[config.mk]
export PLATFORM = sky130hd
export DESIGN_NAME = ddr_cmd_sequencer
export DESIGN_NICKNAME = d
export VERILOG_FILES = /design/src/rtl/ddr_pkg.sv /design/src/rtl/bank_row_table.sv /design/src/rtl/ddr_cmd_sequencer.sv
export SDC_FILE = /design/constraint.sdc
export NUM_CORES = 1
export LEC_CHECK = 0
export BUFFER_PORTS_ARGS = -buffer_cell sky130_fd_sc_hd__buf_2
export CORE_ASPECT_RATIO = 1.25
export CORE_MARGIN = 2
export CORE_UTILIZATION = 42
export DETAILED_ROUTE_END_ITERATION = 10
export SYNTH_ARGS = -nofsm -noshare
export SYNTH_HDL_FRONTEND = slang
export SYNTH_HIERARCHICAL = 1
export SYNTH_SLANG_ARGS = --single-unit
[constraint.sdc]
create_clock -name CK_t -period 3.7 [get_ports CK_t]
set_input_delay 0.37 -clock CK_t [delete_from_list [all_inputs] [get_ports CK_t]]
set_output_delay 0.37 -clock CK_t [all_outputs]
set_load 0.01 [all_outputs]
[src/rtl/ddr_pkg.sv]
// Shared definitions for the DDR4 command sequencer: pin encodings, FSM states,
// open-row table entry and the latched burst request.
package ddr_pkg;

  // {cs_n, act_n, RAS_n_A16, CAS_n_A15, WE_n_A14}
  localparam logic [4:0] CMD_ACT = 5'b00000;
  localparam logic [4:0] CMD_WR  = 5'b01100;
  localparam logic [4:0] CMD_RD  = 5'b01101;
  localparam logic [4:0] CMD_PRE = 5'b01010;
  localparam logic [4:0] CMD_REF = 5'b01001;
  localparam logic [4:0] CMD_DES = 5'b10111;

  typedef enum logic [3:0] {
    S_IDLE,
    S_PRE,
    S_WAIT_RP,
    S_ACT,
    S_WAIT_RCD,
    S_CAS,
    S_WAIT_CCD,
    S_PREA,
    S_WAIT_RPA,
    S_REF,
    S_WAIT_RFC
  } seq_state_e;

  typedef enum logic [1:0] {
    LK_EMPTY    = 2'd0,
    LK_HIT      = 2'd1,
    LK_CONFLICT = 2'd2
  } lookup_e;

  typedef struct packed {
    logic        valid;
    logic [13:0] row;
  } row_entry_t;

  typedef struct packed {
    logic        wr;
    logic        bl8;
    logic [1:0]  bg;
    logic [1:0]  ba;
    logic [13:0] row;
    logic [9:0]  col;
  } burst_req_t;

endpackage

[src/rtl/bank_row_table.sv]
// Open-row table: one {valid, row} entry per bank, indexed by {bg, ba}.
// Combinational lookup classifies a request as hit, empty or conflict.
module bank_row_table
  import ddr_pkg::*;
(
  input  logic        clk_i,
  input  logic        rst_ni,
  input  logic [3:0]  lk_idx_i,
  input  logic [13:0] lk_row_i,
  output logic [1:0]  lk_res_o,
  output logic        any_open_o,
  input  logic        set_i,
  input  logic [3:0]  set_idx_i,
  input  logic [13:0] set_row_i,
  input  logic        clr_i,
  input  logic [3:0]  clr_idx_i,
  input  logic        clr_all_i
);

  row_entry_t tbl_q [16];
  row_entry_t tbl_d [16];

  always_comb begin
    tbl_d = tbl_q;
    if (clr_all_i) begin
      for (int i = 0; i < 16; i++) tbl_d[i].valid = 1'b0;
    end else begin
      if (clr_i) tbl_d[clr_idx_i].valid = 1'b0;
      if (set_i) tbl_d[set_idx_i] = '{valid: 1'b1, row: set_row_i};
    end
  end

  always_ff @(posedge clk_i or negedge rst_ni) begin
    if (!rst_ni) begin
      for (int i = 0; i < 16; i++) tbl_q[i] <= '0;
    end else begin
      tbl_q <= tbl_d;
    end
  end

  always_comb begin
    lk_res_o = LK_EMPTY;
    if (tbl_q[lk_idx_i].valid) begin
      lk_res_o = (tbl_q[lk_idx_i].row == lk_row_i) ? LK_HIT : LK_CONFLICT;
    end
  end

  always_comb begin
    any_open_o = 1'b0;
    for (int i = 0; i < 16; i++) any_open_o = any_open_o | tbl_q[i].valid;
  end

endmodule

[src/rtl/ddr_cmd_sequencer.sv]
// DDR4 command sequencer: turns single burst / refresh requests into spaced
// PRE/ACT/RD/WR/REF commands, skipping ACT on open-row hits.
module ddr_cmd_sequencer
  import ddr_pkg::*;
#(
  parameter int T_RCD = 4,
  parameter int T_RP  = 4,
  parameter int T_CCD = 4,
  parameter int T_RFC = 8
) (
  input  logic        CK_t,
  input  logic        reset_n,
  input  logic        req_valid,
  output logic        req_ready,
  input  logic        req_wr,
  input  logic        req_bl8,
  input  logic [1:0]  req_bg,
  input  logic [1:0]  req_ba,
  input  logic [13:0] req_row,
  input  logic [9:0]  req_col,
  input  logic        ref_req,
  output logic        ref_ack,
  output logic        cs_n,
  output logic        act_n,
  output logic        RAS_n_A16,
  output logic        CAS_n_A15,
  output logic        WE_n_A14,
  output logic [1:0]  bg_addr,
  output logic [1:0]  ba_addr,
  output logic        A13,
  output logic        A12_BC_n,
  output logic        A11,
  output logic        A10_AP,
  output logic [9:0]  A9_A0,
  output logic        no_act_rdy,
  output logic        cas_issued
);

  localparam int T_MAX_0 = (T_RCD > T_RP) ? T_RCD : T_RP;
  localparam int T_MAX_1 = (T_CCD > T_RFC) ? T_CCD : T_RFC;
  localparam int T_MAX   = (T_MAX_0 > T_MAX_1) ? T_MAX_0 : T_MAX_1;
  localparam int CNT_W   = $clog2(T_MAX) + 1;

  localparam logic [CNT_W-1:0] CNT_ONE = CNT_W'(1);
  localparam logic [CNT_W-1:0] LD_RCD  = CNT_W'(T_RCD - 1);
  localparam logic [CNT_W-1:0] LD_RP   = CNT_W'(T_RP - 1);
  localparam logic [CNT_W-1:0] LD_CCD  = CNT_W'(T_CCD - 1);
  localparam logic [CNT_W-1:0] LD_RFC  = CNT_W'(T_RFC - 1);

  seq_state_e       state_q, state_d;
  logic [CNT_W-1:0] cnt_q, cnt_d;
  burst_req_t       req_q, req_d;
  logic             hit_q, hit_d;

  logic [4:0]  cmd_q, cmd_d;
  logic [1:0]  bg_q, bg_d, ba_q, ba_d;
  logic [13:0] addr_q, addr_d;
  logic        nar_q, nar_d, cas_q, cas_d, ack_q, ack_d;

  logic [1:0]  lk_res;
  logic        any_open;

  bank_row_table u_rows (
    .clk_i      (CK_t),
    .rst_ni     (reset_n),
    .lk_idx_i   ({req_bg, req_ba}),
    .lk_row_i   (req_row),
    .lk_res_o   (lk_res),
    .any_open_o (any_open),
    .set_i      (state_q == S_ACT),
    .set_idx_i  ({req_q.bg, req_q.ba}),
    .set_row_i  (req_q.row),
    .clr_i      (state_q == S_PRE),
    .clr_idx_i  ({req_q.bg, req_q.ba}),
    .clr_all_i  (state_q == S_PREA)
  );

  assign req_ready = reset_n & (state_q == S_IDLE) & ~ref_req;

  always_ff @(posedge CK_t or negedge reset_n) begin
    if (!reset_n) begin
      state_q <= S_IDLE;
      cnt_q   <= '0;
      hit_q   <= 1'b0;
      cmd_q   <= CMD_DES;
      bg_q    <= '0;
      ba_q    <= '0;
      addr_q  <= '0;
      nar_q   <= 1'b0;
      cas_q   <= 1'b0;
      ack_q   <= 1'b0;
    end else begin
      state_q <= state_d;
      cnt_q   <= cnt_d;
      hit_q   <= hit_d;
      cmd_q   <= cmd_d;
      bg_q    <= bg_d;
      ba_q    <= ba_d;
      addr_q  <= addr_d;
      nar_q   <= nar_d;
      cas_q   <= cas_d;
      ack_q   <= ack_d;
    end
  end

  // Request payload is pure data and is only consumed after being latched.
  always_ff @(posedge CK_t) begin
    req_q <= req_d;
  end

  always_comb begin
    state_d = state_q;
    cnt_d   = cnt_q;
    req_d   = req_q;
    hit_d   = hit_q;
    case (state_q)
      S_IDLE: begin
        if (ref_req) begin
          state_d = any_open ? S_PREA : S_REF;
        end else if (req_valid) begin
          req_d = '{wr: req_wr, bl8: req_bl8, bg: req_bg, ba: req_ba,
                    row: req_row, col: req_col};
          hit_d = (lookup_e'(lk_res) == LK_HIT);
          case (lookup_e'(lk_res))
            LK_HIT:   state_d = S_CAS;
            LK_EMPTY: state_d = S_ACT;
            default:  state_d = S_PRE;
          endcase
        end
      end
      S_PRE: begin
        if (T_RP > 1) begin
          state_d = S_WAIT_RP;
          cnt_d   = LD_RP;
        end else state_d = S_ACT;
      end
      S_WAIT_RP: begin
        cnt_d = cnt_q - CNT_ONE;
        if (cnt_q == CNT_ONE) state_d = S_ACT;
      end
      S_ACT: begin
        if (T_RCD > 1) begin
          state_d = S_WAIT_RCD;
          cnt_d   = LD_RCD;
        end else state_d = S_CAS;
      end
      S_WAIT_RCD: begin
        cnt_d = cnt_q - CNT_ONE;
        if (cnt_q == CNT_ONE) state_d = S_CAS;
      end
      S_CAS: begin
        if (T_CCD > 1) begin
          state_d = S_WAIT_CCD;
          cnt_d   = LD_CCD;
        end else state_d = S_IDLE;
      end
      S_WAIT_CCD: begin
        cnt_d = cnt_q - CNT_ONE;
        if (cnt_q == CNT_ONE) state_d = S_IDLE;
      end
      S_PREA: begin
        if (T_RP > 1) begin
          state_d = S_WAIT_RPA;
          cnt_d   = LD_RP;
        end else state_d = S_REF;
      end
      S_WAIT_RPA: begin
        cnt_d = cnt_q - CNT_ONE;
        if (cnt_q == CNT_ONE) state_d = S_REF;
      end
      S_REF: begin
        state_d = S_WAIT_RFC;
        cnt_d   = LD_RFC;
      end
      // One cycle longer than the other waits: ref_ack occupies the last
      // cycle so the controller can drop ref_req before IDLE samples it.
      S_WAIT_RFC: begin
        if (cnt_q == '0) state_d = S_IDLE;
        else cnt_d = cnt_q - CNT_ONE;
      end
      default: state_d = S_IDLE;
    endcase
  end

  // Pins are registered from the next state so each command lands the cycle
  // after the state decision, and lasts exactly one cycle.
  always_comb begin
    cmd_d  = CMD_DES;
    bg_d   = '0;
    ba_d   = '0;
    addr_d = '0;
    nar_d  = 1'b0;
    cas_d  = 1'b0;
    ack_d  = 1'b0;
    case (state_d)
      S_ACT: begin
        cmd_d  = CMD_ACT;
        bg_d   = req_d.bg;
        ba_d   = req_d.ba;
        addr_d = req_d.row;
      end
      S_CAS: begin
        cmd_d  = req_d.wr ? CMD_WR : CMD_RD;
        bg_d   = req_d.bg;
        ba_d   = req_d.ba;
        addr_d = {1'b0, req_d.bl8, 1'b0, 1'b0, req_d.col};
        nar_d  = hit_d;
        cas_d  = 1'b1;
      end
      S_PRE: begin
        cmd_d = CMD_PRE;
        bg_d  = req_d.bg;
        ba_d  = req_d.ba;
      end
      S_PREA: begin
        cmd_d  = CMD_PRE;
        addr_d = 14'h0400;
      end
      S_REF:      cmd_d = CMD_REF;
      S_WAIT_RFC: ack_d = (cnt_d == '0);
      default: ;
    endcase
  end

  assign {cs_n, act_n, RAS_n_A16, CAS_n_A15, WE_n_A14} = cmd_q;
  assign bg_addr    = bg_q;
  assign ba_addr    = ba_q;
  assign {A13, A12_BC_n, A11, A10_AP, A9_A0} = addr_q;
  assign no_act_rdy = nar_q;
  assign cas_issued = cas_q;
  assign ref_ack    = ack_q;

endmodule

==> results.md, run 1 <==
* Synth Instances at 990
* Worst slew pin tran at 675 ps
* VDD IR max at 0.485 mV
* Core area at 33400 um2
* Max Cap Viol at 0
* Initial DRC count at 583
* Clock tree buffer depth at 3
* Clk_skew at 18.6 ps
* Most area-hungry cell type in the Yosys netlist: dfrtp_1
* Rel. slew slack at 55.0%
* Syn Area/Cell at 14.3 um2
* Crit end category: register
* Critical path launch point type: register
* Post-Layout Inst Area at 16500 um2
* Critical R2R Launch: u_rows/tbl_q[156]
* HP Start: req_col[9]
* Remaining Overflow, GRT at 0
* Cell with the most instances after synthesis: dfrtp_1
* Final WL at 35600 um
* Layout cells sized above 1 at 47.8%
* Initial antenna violation count at 2
* CTS Root Cell: clkbuf_16
* Routed length per instance at 23.2 um
* Die area at 35300 um2
* Leak Pwr at 0.00798 uW
* Routed metal-1 wirelength at 15700 um
* Num ports at 61
* Leading cell types by count after synthesis: dfrtp_1 (271), mux2_2 (257), mux4_2 (45)
* HPWL Detailed at 23100 um
* Max Freq at 0.285 GHz
* Pre-CTS setup slack at -313 ps
* Number of synthesized flops with an enable pin at 0
* Final setup vio count at 0
* Fin util at 49.5%
* Row cnt at 75
* WP data arrival at 3970 ps
* First-pass GRT wire length at 54900 um
* Hold Crit Class: input port to register
* Nets at 1124
* YS warnings at 6
* Final min period at 3510 ps
* PortBufs at 60
* Final count of pins violating max slew at 0
* DIE WIDTH at 168 um
* Final setup margin at 194 ps
* Total CTS buffers at 31
* Clk Latency, worst-skew pair at 580 ps
* Gr usage total at 20.5%
* Hold Vio Cnt, Final at 0
* H-tree depth at 1
* Post-synth cell types at 69
* Crit path from: u_rows/tbl_q[156]
* Metal2 WL at 17100 um
* P&R area growth vs syn at 16.4%
* Starting Density at 42.5%
* DRT antenna net count at 0
* Clock transition at path regs at 60 ps
* Asr flop ratio synth at 90.2%
* Final RePlAce weighted congestion at 0.864
* Max Fanout on Critical Path at 25
* Vias in the first global route at 9016
* CP required at 4170 ps
* # clock sinks at 305
* Met3 wire len at 1460 um
* Predominant post-synthesis flop cell: dfrtp_1
* Outcome: finished, final reports clean
* Placed Area at 15400 um2
* Largest net degree at the start of global routing at 84
* CTS tree: done
* Critical path class: register to register
* RSZ-0062 raised after global routing: no
* Top-area cell type share of the netlist area at 47.8%
* DRC at 0
* Via density at 5.67
* Die Span Y at 210 um
* Uppermost layer routed: met4
* #FFs+latches synth at 305
* Post-Synthesis Cell Area at 14200 um2
* Final period util at 94.8%
* First-pass iteration count of the detailed router at 5
* Pwr Density at 712 nW/um2
* Setup TNS at 0 ps
* Largest cells by area after synthesis: dfrtp_1 (48%), mux2_2 (20%), mux4_2 (7.1%), dfxtp_1 (4.2%), mux4_1 (2.6%)
* Synthesized Nets at 1027
* Pwr Total at 11800 uW
* Vias post-DR at 8714
* Sequential fraction of the synthesis area at 52.7%
[worst max-delay path: stages, from the launching register on]
cell and delay (ps):
dfrtp_1 390, mux4_2 470, a22oi_1 250, a21oi_1 150, nor4_2 360, o2111ai_1 180, buf_4 190, nor4b_4 290
nor3b_1 90, o311a_1 370, a31oi_4 210, buf_12 200, inv_1 80, nand4_1 110, nor2b_1 60
[cells in the final DEF (no fill, tap or decap), types with 7 or more instances in the layout]
cell type | netlist | layout
and3_1 | 10 | 10
buf_12 | 1 | 12
buf_2 | 25 | 59
buf_4 | 6 | 68
clkbuf_16 | 0 | 31
clkbuf_8 | 0 | 8
clkinv_2 | 0 | 8
dfrtp_1 | 271 | 271
dfxtp_1 | 30 | 30
inv_1 | 9 | 9
mux2_2 | 257 | 257
mux2i_1 | 27 | 27
mux4_1 | 14 | 14
mux4_2 | 45 | 45
nand2_1 | 35 | 35
nand2b_1 | 9 | 9
nand3_1 | 17 | 17
nand4_1 | 14 | 14
nor2_1 | 11 | 11
nor2b_1 | 19 | 19
nor4_1 | 9 | 8
o211ai_1 | 13 | 13
o21ai_0 | 7 | 7
xnor2_1 | 14 | 14
[cell type report]
class	count	area [um2]
Clock buffer	40	890
Inverter	11	41.3
Sequential cell	305	7490
Tap cell	423	529
Timing Repair Buffer	141	1070
Antenna cell	1	2.50
Fill cell	2882	16900
Multi-Input combinational cell	597	6290
Clock inverter	18	211
[registers in the layout (all words and copies together) (netlist names)]
name,count
hit_q,1
req_q,30
cmd_q,5
cnt_q,4
ba_addr,2
ref_ack,1
bg_addr,2
state_q,4
cas_issued,1
addr_q,14
no_act_rdy,1
u_rows/tbl_q,240
[path summary, 6_finish.rpt]
path	slack (ps)	cells past startpoint	endpoint
min in group asynchronous	400	2	u_rows/tbl_q[136]
worst max register to register	190	14	addr_q[11]
worst min register to register	480	1	req_q[8]
worst max-delay path	190	14	addr_q[11]
max in group asynchronous	2200	3	u_rows/tbl_q[202]
worst min-delay path	40	2	req_q[9]
[per-layer routing]
layer / global-route usage (%) / up-vias
met2: 33.9 / 218
met5: 0 / -
met1: 27.7 / 4542
met3: 2.60 / 69
li1: - / 3885
met4: 7.61 / 0
[cell families (layout without fill, tap and decap cells)]
logic type      Yosys count  count (layout)  synth area share (%)
mux                     343             343                  32.0
flops                   305             305                  52.7
simple gates            160             160                  6.58
buf+inv                  88             210                  3.14
compound gates           72              72                  4.09
xor+xnor                 19              19                  1.17
fa+ha+maj                 3               3                 0.264
other cells               0               1                     0
[report_power, final]
| part | total [uW] | internal, uW | switching (uW) |
|---|---|---|---|
| clock network | 3330 | 1980 | 1350 |
| registers | 5210 | 4330 | 879 |
| logic | 3230 | 1730 | 1510 |
[what timing repair did]
action                                  4_1_cts  5_1_grt
endpoints found under the hold margin        77        0
endpoints found under the setup margin        0       24
hold buffers                                  1        0
resized for setup                             0        3
setup buffers                                 0        1
[metrics by stage]
step,hold WS [ps],std cells
after detailed placement,424,1475
after global routing,34.3,1536
after global placement,429,1475
after floorplan,74.4,990
after CTS,20.0,1534
final,40.8,1536
(Power assumes the default switching activity.)
==> run 2: changes to the inputs <==
CORE_UTILIZATION = 35   (was 42)
==> run 2 against run 1 <==
Against the previous run:
- clock power hardly changed
- worst setup slack improved by 16 ps
- non-clock buffer count is 8 lower
- routed wire length up 3.0%
- clock-buffer cell count grew 1
- cell area up 0.48%
- critical endpoint is now addr_q[13]
- largest cell class unchanged
==> results.md, run 2 (synthesis gave the netlist of run 1 again) <==
* Biggest register: u_rows/tbl_q
* Max reg flops at 240
* Initial DRC count at 617
* Remaining Overflow, GRT at 0
* DRT antenna net count at 0
* Core area at 40000 um2
* Total CTS buffers at 30
* Max stage delay on crit path at 510 ps
* Largest registers: u_rows/tbl_q x240, req_q x30, addr_q x14
* Critical path class: register to register
* Routed length per instance at 22.8 um
* CP max stage cell: mux4_1
* Sw Ratio at 31.6%
* Clock transition at path regs at 60 ps
* Fin util at 41.5%
* Rel. slew slack at 45.5%
* Leak Pwr at 0.00795 uW
* Num ports at 61
* Post-CTS Setup Bufs at 0
* Clk Latency, worst-skew pair at 580 ps
* Vias post-DR at 8633
* Crit-path cells: mux4_1 -> mux2i_1 -> mux2_2 -> nor4_2 -> o2111ai_2 -> nor4b_4 -> nor3b_1 -> o311a_1 -> a31oi_2 -> buf_12 -> inv_1 -> nand4_1 -> nor2b_1
* HPWL Detailed at 23500 um
* Max Cap Viol at 0
* Nets at 1115
* Max Freq at 0.286 GHz
* Hold Vio Cnt, Final at 0
* Placed Area at 15400 um2
* Most frequent cells in the layout: dfrtp_1 (271), mux2_2 (257), buf_2 (59), buf_4 (57), mux4_2 (45)
* Largest net degree at the start of global routing at 148
* Final RePlAce weighted congestion at 0.814
* Clock Power Share at 28.3%
* Seq pwr share at 44.2%
* Most common cell after layout, fill and taps aside: dfrtp_1
* Combinational power share at 27.5%
* VDD IR max at 0.357 mV
* WP data arrival at 3960 ps
* Critical path launch point type: register
* DIE WIDTH at 184 um
* Starting Density at 35.5%
* Worst slew pin tran at 817 ps
* Die area at 42200 um2
* Sw power at 3720 uW
* CP Buf/Inv Count at 2
* Via density at 5.37
* Final period util at 94.3%
* RSZ-0062 raised after global routing: no
* First-pass iteration count of the detailed router at 5
* Post-Layout Inst Area at 16600 um2
* Gr usage total at 17.7%
* Max Fanout on Critical Path at 28
* P&R area growth vs syn at 17.0%
* Final count of pins violating max slew at 0
* Final WL at 36600 um
* Int Pwr at 8070 uW
* Initial antenna violation count at 3
* CP required at 4170 ps
* Crit path max-delay family: multiplexers
* CTS tree: done
* H-tree depth at 1
* Vias in the first global route at 8879
* CTS Root Cell: clkbuf_16
* Crit end category: register
* # clock sinks at 305
* Outcome: finished, final reports clean
* DRC at 0
* Die Span Y at 229 um
* First-pass GRT wire length at 56100 um
* Placed Instances at 1548
* Pwr Total at 11800 uW
* Hold Crit Class: input port to register
* Layout cells sized above 1 at 47.2%
* Clk_skew at 28.6 ps
* Clock tree buffer depth at 3
* Final setup vio count at 0
* Row cnt at 82
* Final min period at 3490 ps
* Post-Layout Cell Count at 1607
* Pwr Density at 710 nW/um2
* PortBufs at 60
## run 2: through the flow
| step | worst slack [ps] | hold slack [ps] | setup TNS (ps) |
|---|---|---|---|
| 2_1_floorplan | 181 | 74.4 | 0 |
| 3_3_place_gp | -577 | 367 | -13690 |
| 3_5_place_dp | -622 | 372 | -14480 |
| 4_1_cts | 2.46 | 5.57 | 0 |
| 5_1_grt | 8.02 | 17.1 | 0 |
| 6_report | 209 | 40.0 | 0 |
## run 2: layer usage
metal | GRT usage (%) | part of all wire [%] | vias up | wire length [um]
met5 | 0 | 0.046 | - | 17
met4 | 5.63 | 2.6 | 4 | 937
met3 | 2.32 | 3.8 | 50 | 1400
met2 | 30.3 | 50 | 191 | 18400
met1 | 23.1 | 43 | 4523 | 15900
li1 | - | - | 3865 | -
## run 2: repair_timing
action                                  in CTS  in global routing
endpoints found under the setup margin       0                 21
hold buffers                                 2                  0
endpoints found under the hold margin       61                  0
resized for setup                            0                  3
## run 2: final cells by class
cell class | instances | area [um2]
antenna | 1 | 2.50
clock buffer | 41 | 882
clock inverter | 15 | 233
fill | 3630 | 23400
inverter | 11 | 41.3
multi-input combinational | 597 | 6290
sequential | 305 | 7490
tap | 504 | 631
timing repair buffer | 133 | 1040
## run 2: final timing paths
kind / slack (ps) / end / start / cells past startpoint
min in group asynchronous: 340 / u_rows/tbl_q[73] / reset_n / 2
max reg2reg: 210 / addr_q[13] / u_rows/tbl_q[15] / 13
max: 210 / addr_q[13] / u_rows/tbl_q[15] / 13
max in group asynchronous: 2140 / u_rows/tbl_q[233] / reset_n / 3
min reg2reg: 480 / req_q[1] / req_q[1] / 1
min: 40 / req_q[29] / req_wr / 2
## run 2: power by group through the flow
stage               Combinational (uW)  Clock, uW  Sequential, uW
floorplan                         2490          0            4830
global placement                  3180          0            5230
detailed placement                3240          0            5250
CTS                               3260       3430            5200
global route                      3510       3580            5360
finish                            3240       3340            5210
==> run 3: changes to the inputs <==
REMOVE_ABC_BUFFERS = 1   (was default)
SKIP_LAST_GASP = 1   (was default)
==> run 3 against run 2 <==
Against the previous run:
- flip-flop and latch count did not move
- sequential power barely moved
- die area did not move
- clock power fell by 6.6%
- critical path type unchanged
- critical endpoint is now no_act_rdy
- largest cell class unchanged
- largest power group unchanged
==> results.md, run 3 (synthesis gave the netlist of run 1 again) <==
* HP Start: req_col[5]
* Max stage delay on crit path at 520 ps
* First-pass GRT wire length at 56200 um
* Routed length per instance at 22.7 um
* Num ports at 61
* Largest registers: u_rows/tbl_q x240, req_q x30, addr_q x14
* CTS tree: done
* Final period util at 95.0%
* Row cnt at 82
* Clock tree buffer depth at 3
* First-pass iteration count of the detailed router at 5
* CP required at 4210 ps
* Clock transition at path regs at 60 ps
* Most common cell after layout, fill and taps aside: dfrtp_1
* Critical path class: register to register
* Biggest register: u_rows/tbl_q
* P&R area growth vs syn at 15.8%
* Max Fanout on Critical Path at 15
* DRC at 0
* Total CTS buffers at 30
* Layout cells sized above 1 at 46.4%
* Sw power at 3660 uW
* Final WL at 36400 um
* Initial DRC count at 537
* Most frequent cells in the layout: dfrtp_1 (271), mux2_2 (257), buf_2 (59), buf_4 (57), mux4_2 (45)
* Setup TNS at 0 ps
* Antenna cells at 0
* Remaining Overflow, GRT at 0
* Leak Pwr at 0.00786 uW
* Initial antenna violation count at 0
* Placed Instances at 1547
* Fin util at 41.1%
* Largest net degree at the start of global routing at 120
* WP data arrival at 4020 ps
* Critical R2R Launch: u_rows/tbl_q[60]
* CTS Root Cell: clkbuf_16
* Core area at 40000 um2
* RSZ-0062 raised after global routing: no
* Int Pwr at 7820 uW
* Die area at 42200 um2
* Critical path launch point type: register
* Final count of pins violating max slew at 0
* Rel. slew slack at 48.5%
* Via density at 5.39
* Top Usage Layer GRT: met2
* Worst slew pin tran at 772 ps
* FF-to-FF setup slack at 180 ps
* Final RePlAce weighted congestion at 0.787
* Final setup vio count at 0
* Post-Layout Cell Count at 1604
* Clk Latency, worst-skew pair at 580 ps
* HPWL Detailed at 23900 um
* Clock Power Share at 27.2%
* Hold path cells at 2
* DIE WIDTH at 184 um
* Hold Slack at 45.2 ps
* H-tree depth at 1
* Max Cap Viol at 0
* Combinational power share at 27.4%
* Met1 usage at 23.4%
* Met2 GRT Util at 29.8%
* Crit end category: register
* Hold EP: req_q[5]
* Hold Vio Cnt, Final at 0
* CP max stage cell: mux4_1
* DRT antenna net count at 0
* Max Freq at 0.284 GHz
* Clk_skew at 15.4 ps
* Worst Reg-to-Reg Cells at 12
* Outcome: finished, final reports clean
* Max reg flops at 240
* Vias in the first global route at 9081
* VDD IR max at 0.380 mV
* # clock sinks at 305
* Starting Density at 35.5%
* Post-CTS Setup Bufs at 0
* Hold Crit Class: input port to register
* Vias post-DR at 8648
* Die Span Y at 229 um
* Grt met3 use at 1.96%
* Pwr Total at 11500 uW
* Pwr Density at 699 nW/um2
* Gr usage total at 17.5%
* Nets at 1113
* Sw Ratio at 31.9%
* Crit-path cells: mux4_1 -> mux2i_2 -> mux2_2 -> nor4_2 -> o2111ai_1 -> nor4b_2 -> nor3b_1 -> o311a_1 -> a31oi_4 -> buf_6 -> nand3_1 -> nor2b_1
* Worst r2r dst: no_act_rdy
* Final min period at 3520 ps
* Seq pwr share at 45.4%
* PortBufs at 60
==> run 3: per-layer routing <==
layer	share of wire [%]	vias to the layer above
li1	-	3835
met1	44	4585
met2	50	183
met3	3.5	45
met4	2.4	0
met5	0	-
==> run 3: worst max-delay path by stage <==
stage	from	end	slack [ps]
6_report	u_rows/tbl_q[60]	no_act_rdy	180
5_1_grt	u_rows/tbl_q[90]	no_act_rdy	20
4_1_cts	u_rows/tbl_q[60]	no_act_rdy	20
3_5_place_dp	req_ba[1]	no_act_rdy	-310
3_3_place_gp	req_ba[1]	no_act_rdy	-280
2_1_floorplan	req_ba[0]	addr_q[11]	-640
==> run 3: area by class of cell <==
class	instances	area [um2]
repair buffers	131	991
flip-flops and latches	305	7490
multi-input cells	597	6280
clock inverters	7	98.8
inverters	11	41.3
fillers	3676	23600
well taps	504	631
clock buffers	49	912
==> run 3: stage by stage <==
stage / setup WS (ps) / area [um2]
3_3_place_gp: -280 / 15400
3_5_place_dp: -307 / 15400
4_1_cts: 15.4 / 16400
2_1_floorplan: -637 / 13800
5_1_grt: 17.8 / 16400
6_report: 183 / 16400
==> run 3: repair_timing <==
item,4_1_cts,5_1_grt
hold endpoints to repair,52,0
gates resized for setup,0,4
endpoints found under the setup margin,0,23
hold buffers,1,0
==> run 3: critical path: cells and delay by family (launching register included) <==
kind / cells / cell delay, ps
AOI/OAI and AO/OA: 3 / 770
buffers and inverters: 1 / 200
DFF: 1 / 380
muxes: 3 / 1170
and+or+nand+nor: 5 / 950
==> run 3: power by group through the flow <==
stage	Sequential, uW	Combinational [uW]	Clock [uW]
floorplan	4980	2120	0
global placement	5230	3070	0
detailed placement	5260	3130	0
CTS	5210	3140	3200
global route	5370	3430	3340
finish	5220	3150	3120
